$ cat config.mk
export PLATFORM = sky130hd
export DESIGN_NAME = tcam_table_loader
export DESIGN_NICKNAME = d
export VERILOG_FILES = /design/src/rtl/tcam_loader_pkg.sv /design/src/rtl/tcam_shadow_bank.sv /design/src/rtl/tcam_table_loader.sv
export SDC_FILE = /design/constraint.sdc
export NUM_CORES = 2
export LEC_CHECK = 0
export ABC_CLOCK_PERIOD_IN_PS = 3500
export BUFFER_PORTS_ARGS = -buffer_cell sky130_fd_sc_hd__clkbuf_2
export CORE_UTILIZATION = 52
export DETAILED_ROUTE_END_ITERATION = 10
export PLACE_DENSITY_LB_ADDON = 0.2
export SYNTH_ARGS = -nofsm -noshare
export SYNTH_HDL_FRONTEND = slang
export SYNTH_SLANG_ARGS = --single-unit
export TNS_END_PERCENT = 10
$ cat constraint.sdc
create_clock -name clk -period 3.5 [get_ports clk]
set_input_delay 0.7 -clock clk [delete_from_list [all_inputs] [get_ports clk]]
set_output_delay 0.7 -clock clk [all_outputs]
set_load 0.05 [all_outputs]
$ cat src/rtl/tcam_loader_pkg.sv
// Shared constants and types for the TCAM table loader.
package tcam_loader_pkg;

   localparam int TCAM_DATA_DEPTH = 128;
   localparam int TCAM_DATA_W     = 5;
   localparam int TCAM_ADD_DEPTH  = 8;
   localparam int TCAM_ADD_W      = 2;
   localparam int TCAM_ADDR_W     = 7;
   localparam int TCAM_BITMAP_W   = TCAM_DATA_DEPTH + TCAM_ADD_DEPTH;

   typedef enum logic [1:0] {
      IDLE   = 2'd0,
      LOAD   = 2'd1,
      COMMIT = 2'd2
   } loader_state_t;

   typedef enum logic {
      MAIN = 1'b0,
      ADD  = 1'b1
   } tbl_sel_t;

   // The add table only has 8 entries; any upper address bit set is out of range.
   function automatic logic add_addr_ok(input logic [TCAM_ADDR_W-1:0] addr);
      return (addr[TCAM_ADDR_W-1:3] == '0);
   endfunction

endpackage

$ cat src/rtl/tcam_shadow_bank.sv
// Shadow copy of both lookup tables plus the per-entry written bitmap.
// complete_o looks at the next-state bitmap so a write accepted in the same
// cycle as the commit request is counted.
module tcam_shadow_bank
   import tcam_loader_pkg::*;
#(
   parameter int DATA_DEPTH = TCAM_DATA_DEPTH,
   parameter int DATA_W     = TCAM_DATA_W,
   parameter int ADD_DEPTH  = TCAM_ADD_DEPTH,
   parameter int ADD_W      = TCAM_ADD_W
) (
   input  logic                                 clk,
   input  logic                                 rst,
   input  logic                                 clr_i,
   input  logic                                 we_i,
   input  tbl_sel_t                             sel_i,
   input  logic [TCAM_ADDR_W-1:0]               addr_i,
   input  logic [DATA_W-1:0]                    data_i,
   output logic [DATA_DEPTH-1:0][DATA_W-1:0]    sh_data_o,
   output logic [ADD_DEPTH-1:0][ADD_W-1:0]      sh_add_o,
   output logic                                 complete_o
);

   localparam int BM_W  = DATA_DEPTH + ADD_DEPTH;
   localparam int BM_IW = $clog2(BM_W);
   localparam int AA_W  = $clog2(ADD_DEPTH);

   logic [DATA_DEPTH-1:0][DATA_W-1:0] sh_data_q;
   logic [ADD_DEPTH-1:0][ADD_W-1:0]   sh_add_q;
   logic [BM_W-1:0]                   bm_q, bm_d;
   logic [BM_IW-1:0]                  bm_idx;

   // Shadow storage: contents are don't-care until written, so no reset.
   always_ff @(posedge clk) begin
      if (we_i) begin
         if (sel_i == MAIN) sh_data_q[addr_i] <= data_i;
         else               sh_add_q[addr_i[AA_W-1:0]] <= data_i[ADD_W-1:0];
      end
   end

   // Next written bitmap: cleared on session (re)start, else mark the written entry.
   always_comb begin
      bm_d   = bm_q;
      bm_idx = (sel_i == MAIN) ? BM_IW'(addr_i)
                               : BM_IW'(DATA_DEPTH) + BM_IW'(addr_i[AA_W-1:0]);
      if (clr_i)     bm_d = '0;
      else if (we_i) bm_d[bm_idx] = 1'b1;
   end

   // Written bitmap register.
   always_ff @(posedge clk) begin
      if (rst) bm_q <= '0;
      else     bm_q <= bm_d;
   end

   assign sh_data_o  = sh_data_q;
   assign sh_add_o   = sh_add_q;
   assign complete_o = &bm_d;

endmodule

$ cat src/rtl/tcam_table_loader.sv
// Programming front-end for the TCAM adder tables: collects entries into a
// shadow bank and commits them atomically to the active tables.
// Optional readback port: define TCAM_LOADER_READBACK_EN.
//
// state  | meaning
// IDLE   | no session; writes ignored
// LOAD   | accepting writes into shadow, wr_ready high
// COMMIT | one cycle copying shadow to active tables
module tcam_table_loader
   import tcam_loader_pkg::*;
#(
   parameter int DATA_DEPTH = TCAM_DATA_DEPTH,
   parameter int DATA_W     = TCAM_DATA_W,
   parameter int ADD_DEPTH  = TCAM_ADD_DEPTH,
   parameter int ADD_W      = TCAM_ADD_W
) (
   input  logic                                 clk,
   input  logic                                 rst,
   input  logic                                 load_start,
   input  logic                                 load_end,
   input  logic                                 wr_valid,
   output logic                                 wr_ready,
   input  logic                                 wr_sel,
   input  logic [TCAM_ADDR_W-1:0]               wr_addr,
   input  logic [DATA_W-1:0]                    wr_data,
   output logic [DATA_DEPTH-1:0][DATA_W-1:0]    data,
   output logic [ADD_DEPTH-1:0][ADD_W-1:0]      data_add,
   output logic                                 tables_valid,
   output logic                                 load_done,
   output logic                                 load_err,
   output logic                                 busy
`ifdef TCAM_LOADER_READBACK_EN
   ,
   input  logic                                 rd_en,
   input  logic                                 rd_sel,
   input  logic [TCAM_ADDR_W-1:0]               rd_addr,
   output logic [DATA_W-1:0]                    rd_data
`endif
);

   localparam int AA_W = $clog2(ADD_DEPTH);

   loader_state_t state_q, state_d;
   logic          wr_ready_q;
   logic          tables_valid_q;
   logic          load_done_q, load_done_d;
   logic          load_err_q, load_err_d;
   logic          err_q, err_d;

   logic [DATA_DEPTH-1:0][DATA_W-1:0] data_q;
   logic [ADD_DEPTH-1:0][ADD_W-1:0]   add_q;
   logic [DATA_DEPTH-1:0][DATA_W-1:0] sh_data;
   logic [ADD_DEPTH-1:0][ADD_W-1:0]   sh_add;

   tbl_sel_t sel;
   logic     accept, range_bad, we, clr, complete, commit_ok;

   // A restart in the same cycle as a write discards the write; the bitmap is cleared anyway.
   assign sel       = tbl_sel_t'(wr_sel);
   assign accept    = wr_valid && wr_ready_q && !load_start;
   assign range_bad = (sel == ADD) && !add_addr_ok(wr_addr);
   assign we        = accept && !range_bad;
   assign clr       = load_start && (state_q != COMMIT);

   tcam_shadow_bank #(
      .DATA_DEPTH (DATA_DEPTH),
      .DATA_W     (DATA_W),
      .ADD_DEPTH  (ADD_DEPTH),
      .ADD_W      (ADD_W)
   ) u_shadow (
      .clk        (clk),
      .rst        (rst),
      .clr_i      (clr),
      .we_i       (we),
      .sel_i      (sel),
      .addr_i     (wr_addr),
      .data_i     (wr_data),
      .sh_data_o  (sh_data),
      .sh_add_o   (sh_add),
      .complete_o (complete)
   );

   // Sticky range error for the current session, including a same-cycle bad write.
   always_comb begin
      err_d = err_q;
      if (clr)                        err_d = 1'b0;
      else if (accept && range_bad)   err_d = 1'b1;
   end

   assign commit_ok = complete && !err_d;

   // Next-state and pulse decode.
   always_comb begin
      state_d     = state_q;
      load_done_d = 1'b0;
      load_err_d  = 1'b0;
      unique case (state_q)
         IDLE: begin
            if (load_start) state_d = LOAD;
         end
         LOAD: begin
            if (load_start) begin
               state_d = LOAD;
            end else if (load_end) begin
               if (commit_ok) begin
                  state_d = COMMIT;
               end else begin
                  state_d    = IDLE;
                  load_err_d = 1'b1;
               end
            end
         end
         COMMIT: begin
            state_d     = IDLE;
            load_done_d = 1'b1;
         end
         default: state_d = IDLE;
      endcase
   end

   // State, handshake and pulse registers.
   always_ff @(posedge clk) begin
      if (rst) begin
         state_q     <= IDLE;
         wr_ready_q  <= 1'b0;
         load_done_q <= 1'b0;
         load_err_q  <= 1'b0;
         err_q       <= 1'b0;
      end else begin
         state_q     <= state_d;
         wr_ready_q  <= (state_d == LOAD);
         load_done_q <= load_done_d;
         load_err_q  <= load_err_d;
         err_q       <= err_d;
      end
   end

   // Active tables change only here, so the adders never see a partial image.
   always_ff @(posedge clk) begin
      if (rst) begin
         data_q         <= '0;
         add_q          <= '0;
         tables_valid_q <= 1'b0;
      end else if (state_q == COMMIT) begin
         data_q         <= sh_data;
         add_q          <= sh_add;
         tables_valid_q <= 1'b1;
      end
   end

`ifdef TCAM_LOADER_READBACK_EN
   logic [DATA_W-1:0] rd_data_q;

   // Registered readback of the active tables; holds when rd_en is low.
   always_ff @(posedge clk) begin
      if (rst) begin
         rd_data_q <= '0;
      end else if (rd_en) begin
         if (!rd_sel)                 rd_data_q <= data_q[rd_addr];
         else if (add_addr_ok(rd_addr)) rd_data_q <= DATA_W'(add_q[rd_addr[AA_W-1:0]]);
         else                         rd_data_q <= '0;
      end
   end

   assign rd_data = rd_data_q;
`endif

   assign wr_ready     = wr_ready_q;
   assign data         = data_q;
   assign data_add     = add_q;
   assign tables_valid = tables_valid_q;
   assign load_done    = load_done_q;
   assign load_err     = load_err_q;
   assign busy         = (state_q != IDLE);

endmodule

== Word level (Yosys, flattened, before mapping) ==
Index checks and enable logic that the tools add are counted.

* Bits in registers: 1455
* Latch bits: 0
* RAM bits: 0
* ROM bits: 0
* Bits of input ports: 18
* Output and inout bits: 661
* Memories kept: 0

* Add/sub/neg operators: 1
* $mul: 0
* Divide/modulo/power cells: 0
* Order comparisons: 6
* Equal/unequal tests: 4
* Shift operators: 0
* Multiplexer cells: 20
* Bitwise logic cells: 4
* Reduce and logical (&&, ||, !) cells: 21

{| class="wikitable"
|+ Operators with widths
! cell !! count
|-
| $bwmux 640 || 1
|-
| $mux 136 || 2
|-
| $or 136x136->136 || 1
|-
| $reduce_and 136->1 || 1
|-
| $demux 5 s7 || 1
|-
| $bwmux 16 || 1
|-
| $logic_and 1x1->1 || 10
|-
| $mux 2 || 5
|-
| $lt 8x9->1 const B || 1
|-
| $add 8x3->8 const A || 1
|-
| $demux 1 s8 || 1
|-
| $ge 8x1->1 const B || 1
|-
| $lt 7x8->1 const B || 1
|-
| $mux 8 || 1
|-
| $ge 7x1->1 const B || 1
|-
| $demux 2 s3 || 1
|-
| $mux 1 || 5
|-
| $mux 5 || 1
|-
| $eq 2x1->1 const B || 2
|-
| $logic_not 1->1 || 4
|-
| $logic_not 4->1 || 1
|-
| $lt 3x4->1 const B || 1
|-
| $pmux 2 s2 || 1
|-
| $reduce_and 2->1 || 2
|-
| other kinds (7) || 9
|}

== Depth between registers and ports, before layout ==
* Word-level depth: 16
* Gate-level depth with buffers: 12
* Gate-level depth less buffers: 8

== By module ==
A second synthesis with hierarchy kept.

* Cell total of the unflattened synthesis: 4290
* Area total of the unflattened synthesis: 48467.7 sq um

{| class="wikitable"
|+ Modules (own cells, without submodules)
! module !! instances !! cells each !! area each (sq um) !! sequential area each (sq um)
|-
| tcam_shadow_bank || 1 || 1417 || 25634.6 || 22421.5
|-
| tcam_table_loader || 1 || 2873 || 22833.1 || 13272.7
|}

== Worst setup path after synthesis ==
Ideal clock, no wire load.

* Path type: input to register
* From: in wr_sel
* To: reg load_err_q, in the netlist load_err
* Data arrival time: 2.737 ns
* Path slack: 0.649 ns
* Cell stages on the path: 11
* Cell sequence: buf_6 -> nand4bb_1 -> buf_2 -> or3_1 -> clkbuf_1 -> nor2_1 -> or2_2 -> nand4_1 -> nor4_1 -> nand4_1 -> nor2b_1

* Cells in the longest elaborated chain, start to end: 11
* Elaborated cells on any way between the ends: 19
* Classes of those cells: order compare: 2; mux: 8; bitwise: 1; reduce/logical: 8

{| class="wikitable"
|+ Ends and longest elaborated chain
! what !! RTL line !! RTL
|-
| from (decl) || tcam_table_loader.sv:23 || <nowiki>input logic wr_sel,</nowiki>
|-
| $mux 8 || tcam_shadow_bank.sv:44 || <nowiki>bm_idx = (sel_i == MAIN) ? BM_IW'(addr_i)</nowiki>
|-
| $lt 8x9->1 (not written as such) / $ge 8x1->1 (equally long branches) || tcam_shadow_bank.sv:47 || <nowiki>else if (we_i) bm_d[bm_idx] = 1'b1;</nowiki>
|-
| $logic_and 1x1->1 (not written as such) || tcam_shadow_bank.sv:47 ||
|-
| $mux 1 (not written as such) || tcam_shadow_bank.sv:47 ||
|-
| $demux 1 s8 || n/a ||
|-
| $or 136x136->136 (no source line) || n/a ||
|-
| $mux 136 || tcam_shadow_bank.sv:47 ||
|-
| $mux 136 || tcam_shadow_bank.sv:46 || <nowiki>if (clr_i) bm_d = '0;</nowiki>
|-
| $reduce_and 136->1 || tcam_shadow_bank.sv:58 || <nowiki>assign complete_o = &bm_d;</nowiki>
|-
| $logic_and 1x1->1 * || tcam_table_loader.sv:90 || <nowiki>assign commit_ok = complete && !err_d;</nowiki>
|-
| $mux 1 * || tcam_table_loader.sv:105 || <nowiki>if (commit_ok) begin</nowiki>
|-
| to (signal assigned) || tcam_table_loader.sv:133 || <nowiki>load_err_q <= load_err_d;</nowiki>
|-
| to (decl) || tcam_table_loader.sv:47 || <nowiki>logic load_err_q, load_err_d;</nowiki>
|}

Mark *: on every way between the ends. The rest lies on a longest branch, timed or not.
A chain may end at the register's enable or synchronous reset.

== Worst setup path after layout ==
* From: reg wr_ready_q, in the netlist wr_ready
* To: reg load_err_q, in the netlist load_err

* Cells in the longest elaborated chain, start to end: 8
* Elaborated cells on any way between the ends: 12
* Classes of those cells: mux: 5; reduce/logical: 7

{| class="wikitable"
|+ Ends and longest elaborated chain
! what !! RTL line !! RTL
|-
| from (decl) || tcam_table_loader.sv:44 || <nowiki>logic wr_ready_q;</nowiki>
|-
| from (signal assigned) || tcam_table_loader.sv:131 || <nowiki>wr_ready_q <= (state_d == LOAD);</nowiki>
|-
| $logic_and 1x1->1 * (2 in a row) || tcam_table_loader.sv:60 || <nowiki>assign accept = wr_valid && wr_ready_q && !load_start;</nowiki>
|-
| $logic_and 1x1->1, on equally long branches || tcam_table_loader.sv:62, tcam_table_loader.sv:87 ||
|-
| $mux 136 / $mux 1 (equally long branches) || tcam_shadow_bank.sv:47, tcam_table_loader.sv:87 ||
|-
| $mux 136 / $mux 1 (equally long branches) || tcam_shadow_bank.sv:46, tcam_table_loader.sv:86 ||
|-
| $reduce_and 136->1 / $logic_not 1->1 (equally long branches) || tcam_shadow_bank.sv:58, tcam_table_loader.sv:90 ||
|-
| $logic_and 1x1->1 * || tcam_table_loader.sv:90 ||
|-
| $mux 1 * || tcam_table_loader.sv:105 ||
|}

Marked as above.

==> results.md <==
* FF-to-FF Start: wr_ready
* Highest ir drop seen on vdd at 0.438 mV
* Syn Inst Count at 4269
* Nets at 4973
* Syn_nets at 4287
* Critical Path Source: wr_ready
* Worst Hold Launch: load_end
* Mapped cell area at 0.0477 mm2
* Row count at 110
* Postcts setup bufs at 0
* Initial cell density of the core at 0.528
* Clock Path Buffers at 3
* Final ANT Viol Nets at 0
* Top cells by area, synth: edfxtp_1 41%, dfxtp_1 34%, nand2_1 10%, a21oi_1 8.1%, nor2_1 2.3%
* Final Cycle Share at 0.873
* DR WL met2 at 65.6 mm
* Total global routing track utilization at 0.283
* DR vias/cell at 5.36
* Dpl hpwl at 84.5 mm
* WP data required at 4120 ps
* CORE AREA at 0.0904 mm2
* Final TNS setup at 0 ps
* Warning count from the yosys run at 0
* Static leakage at 20.4 nW
* Crit. End Element: flip-flop
* Post-synth ARST share at 0
* Kind of critical path: reg2reg
* Die footprint at 0.0930 mm2
* Max Slew Vio Count at 0
* First-pass DRT Iterations at 6
* Initial antenna violation count at 4
* Met3 WL at 8.61 mm
* Root Buffer: clkbuf_16
* Die width at 305 um
* Worst Path Arrival at 3680 ps
* Die height at 305 um
* Fmax at 327 MHz
* Critical path launch point type: flip-flop
* Primary FF master, synth: dfxtp_1
* First-pass GRT wire length at 197 mm
* Clock Skew at 28.5 ps
* IO Pins at 679
* CTS tree: built
* Area leader, netlist: edfxtp_1
* Final hold vios at 0
* Setup-failing EPs final at 0
* M1 WL at 54.9 mm
* Power Dens Cells at 580 mW/mm2
* Critical path peak fanout at 11
* Seq cells post-synth at 1455
* Clock sinks at 1455
* CTS HTree Levels at 4
* Pin count of the biggest net entering global routing at 152
* Number of buffers created by CTS at 143
* Number of max-cap violations at 0
* Layout Utilization at 0.638
* Port bufs at 678
* Seq/Total Area, Yosys at 0.748
* Worst-path clk slew at 60 ps
* Count of cell types in the netlist at 49
* Overall via count from detail_route at 33500
* Run status: completed
* DR WL/cell at 21.5 um
* Slew headroom at 0.260
* Slew at the pin closest to its max-slew limit at 1110 ps
* RSZ-0062 raised after global routing: false
* Share of layout cells above drive strength 1 at 0.207
* Post-synth EDFFs at 656
* Hold-fix buffers, CTS at 0
* Syn Area/Cell at 11.2 um2
* Clock latency on the worst-skew pair at 750 ps
* Fin crit period at 3060 ps
* Layout area overhead at 20.8%
* DRC violations left at 0
* Total power at 33.4 mW
* Max Used Layer: met4
* DRT iter0 DRCs at 2993
* Post-CTS sizing at 0
* Vias in the first global route at 31600
* Final wirelength at 134 mm
* Gr ovfl total at 0
* Min-delay worst type: in2reg
* Synth top area share at 0.413
* Placer Congestion at 0.894
metal layers:
metal	GRT usage	vias up
li1	-	15800
met1	0.373	16200
met2	0.468	1241
met3	0.0458	258
met4	0.114	0
met5	0	-
worst max-delay path, stage by stage, from the launching register on:
cell      delay (ps)
dfxtp_1          350
nor4bb_2         280
buf_4            170
buf_4            140
and3_1           220
buf_12           150
buf_4            130
a21oi_1           80
nor2_1           160
nand4_1          200
nor4_1           480
nand4_1          350
nor2b_1          240
cells in the mapped netlist (3+ instances only):
cell	n
or2_2	4
nor2b_1	6
a21oi_1	774
nand3b_1	3
or3_1	3
nor4_1	25
dfxtp_1	799
nand4_1	6
a41oi_1	4
buf_6	4
nand3_1	8
a31oi_1	8
buf_4	5
nand2b_1	3
and3_1	7
nand2_1	1335
edfxtp_1	656
nor3_1	15
and2_1	3
buf_2	13
clkbuf_1	243
inv_1	4
or4_1	4
mux2i_1	3
buf_1	8
nor2_1	294
placed cells by master (no fill, tap or decap), types with 3 or more instances in the layout:
master / synthesis / layout
bufinv_16: 0 / 8
nor3_1: 15 / 15
or2_2: 4 / 4
or4_1: 4 / 4
edfxtp_1: 656 / 656
clkbuf_8: 0 / 23
clkbuf_2: 0 / 672
nand3b_1: 3 / 3
clkbuf_1: 243 / 45
buf_4: 5 / 107
clkinv_2: 0 / 21
nor4_1: 25 / 25
clkbuf_16: 0 / 148
nor2_1: 294 / 294
dfxtp_1: 799 / 799
and2_1: 3 / 3
nor2b_1: 6 / 5
nand2_1: 1335 / 1333
a31oi_1: 8 / 8
nand3_1: 8 / 8
a41oi_1: 4 / 4
clkinv_1: 0 / 4
a21oi_1: 774 / 774
and3_1: 7 / 7
mux2i_1: 3 / 3
inv_6: 0 / 5
buf_12: 0 / 34
nand4_1: 6 / 6
inv_1: 4 / 4
clkinvlp_4: 0 / 4
kinds of logic (layout without fill, tap and decap cells):
logic type | count (synthesis) | in the layout | synth area share
buffers and inverters | 277 | 1080 | 0.0231
multiplexers | 3 | 3 | 0.000629
flip-flops | 1455 | 1455 | 0.748
AO/OA/AOI/OAI | 797 | 797 | 0.0846
other | 0 | 1 | 0
AND/OR/NAND/NOR | 1737 | 1737 | 0.144
layout make-up:
cell class,count,area [um2]
multi-input combinational,2537,11000
sequential,1455,35700
tap,1176,1470
antenna,1,2.50
clock inverter,46,482
timing repair buffer,814,4860
fill,7249,32700
clock buffer,216,4190
inverter,4,15.0
sequential cells by signal, indices dropped and copies added, names as in the netlist, 2 cells and up:
signal,cells
state_q,2
u_shadow.sh_data_o,640
data_add,16
u_shadow.sh_add_o,16
data,640
u_shadow.bm_q,136
worst paths after layout:
check | endpoint | slack [ps] | depth (start not counted)
setup reg to reg | load_err | 440 | 12
hold reg to reg | u_shadow.bm_q[51] | 450 | 2
hold / removal | state_q[1] | 330 | 4
setup / recovery | load_err | 440 | 12
power breakdown:
part           switching, mW  internal, mW  leakage (nW)
sequential           0.00258          17.7          12.3
clock                   6.30          8.88          2.29
combinational          0.438        0.0925          5.76
per-stage QoR:
stage          hold WS, ps  instance area (um2)  setup slack [ps]  instances
2_1_floorplan          419                47700               649       4269
3_3_place_gp           437                53000              96.5       5986
3_5_place_dp           438                53000              39.8       5986
4_1_cts                275                57700               522       6248
5_1_grt                322                57700               209       6248
6_report               330                57700               443       6249
(Power assumes the default switching activity.)
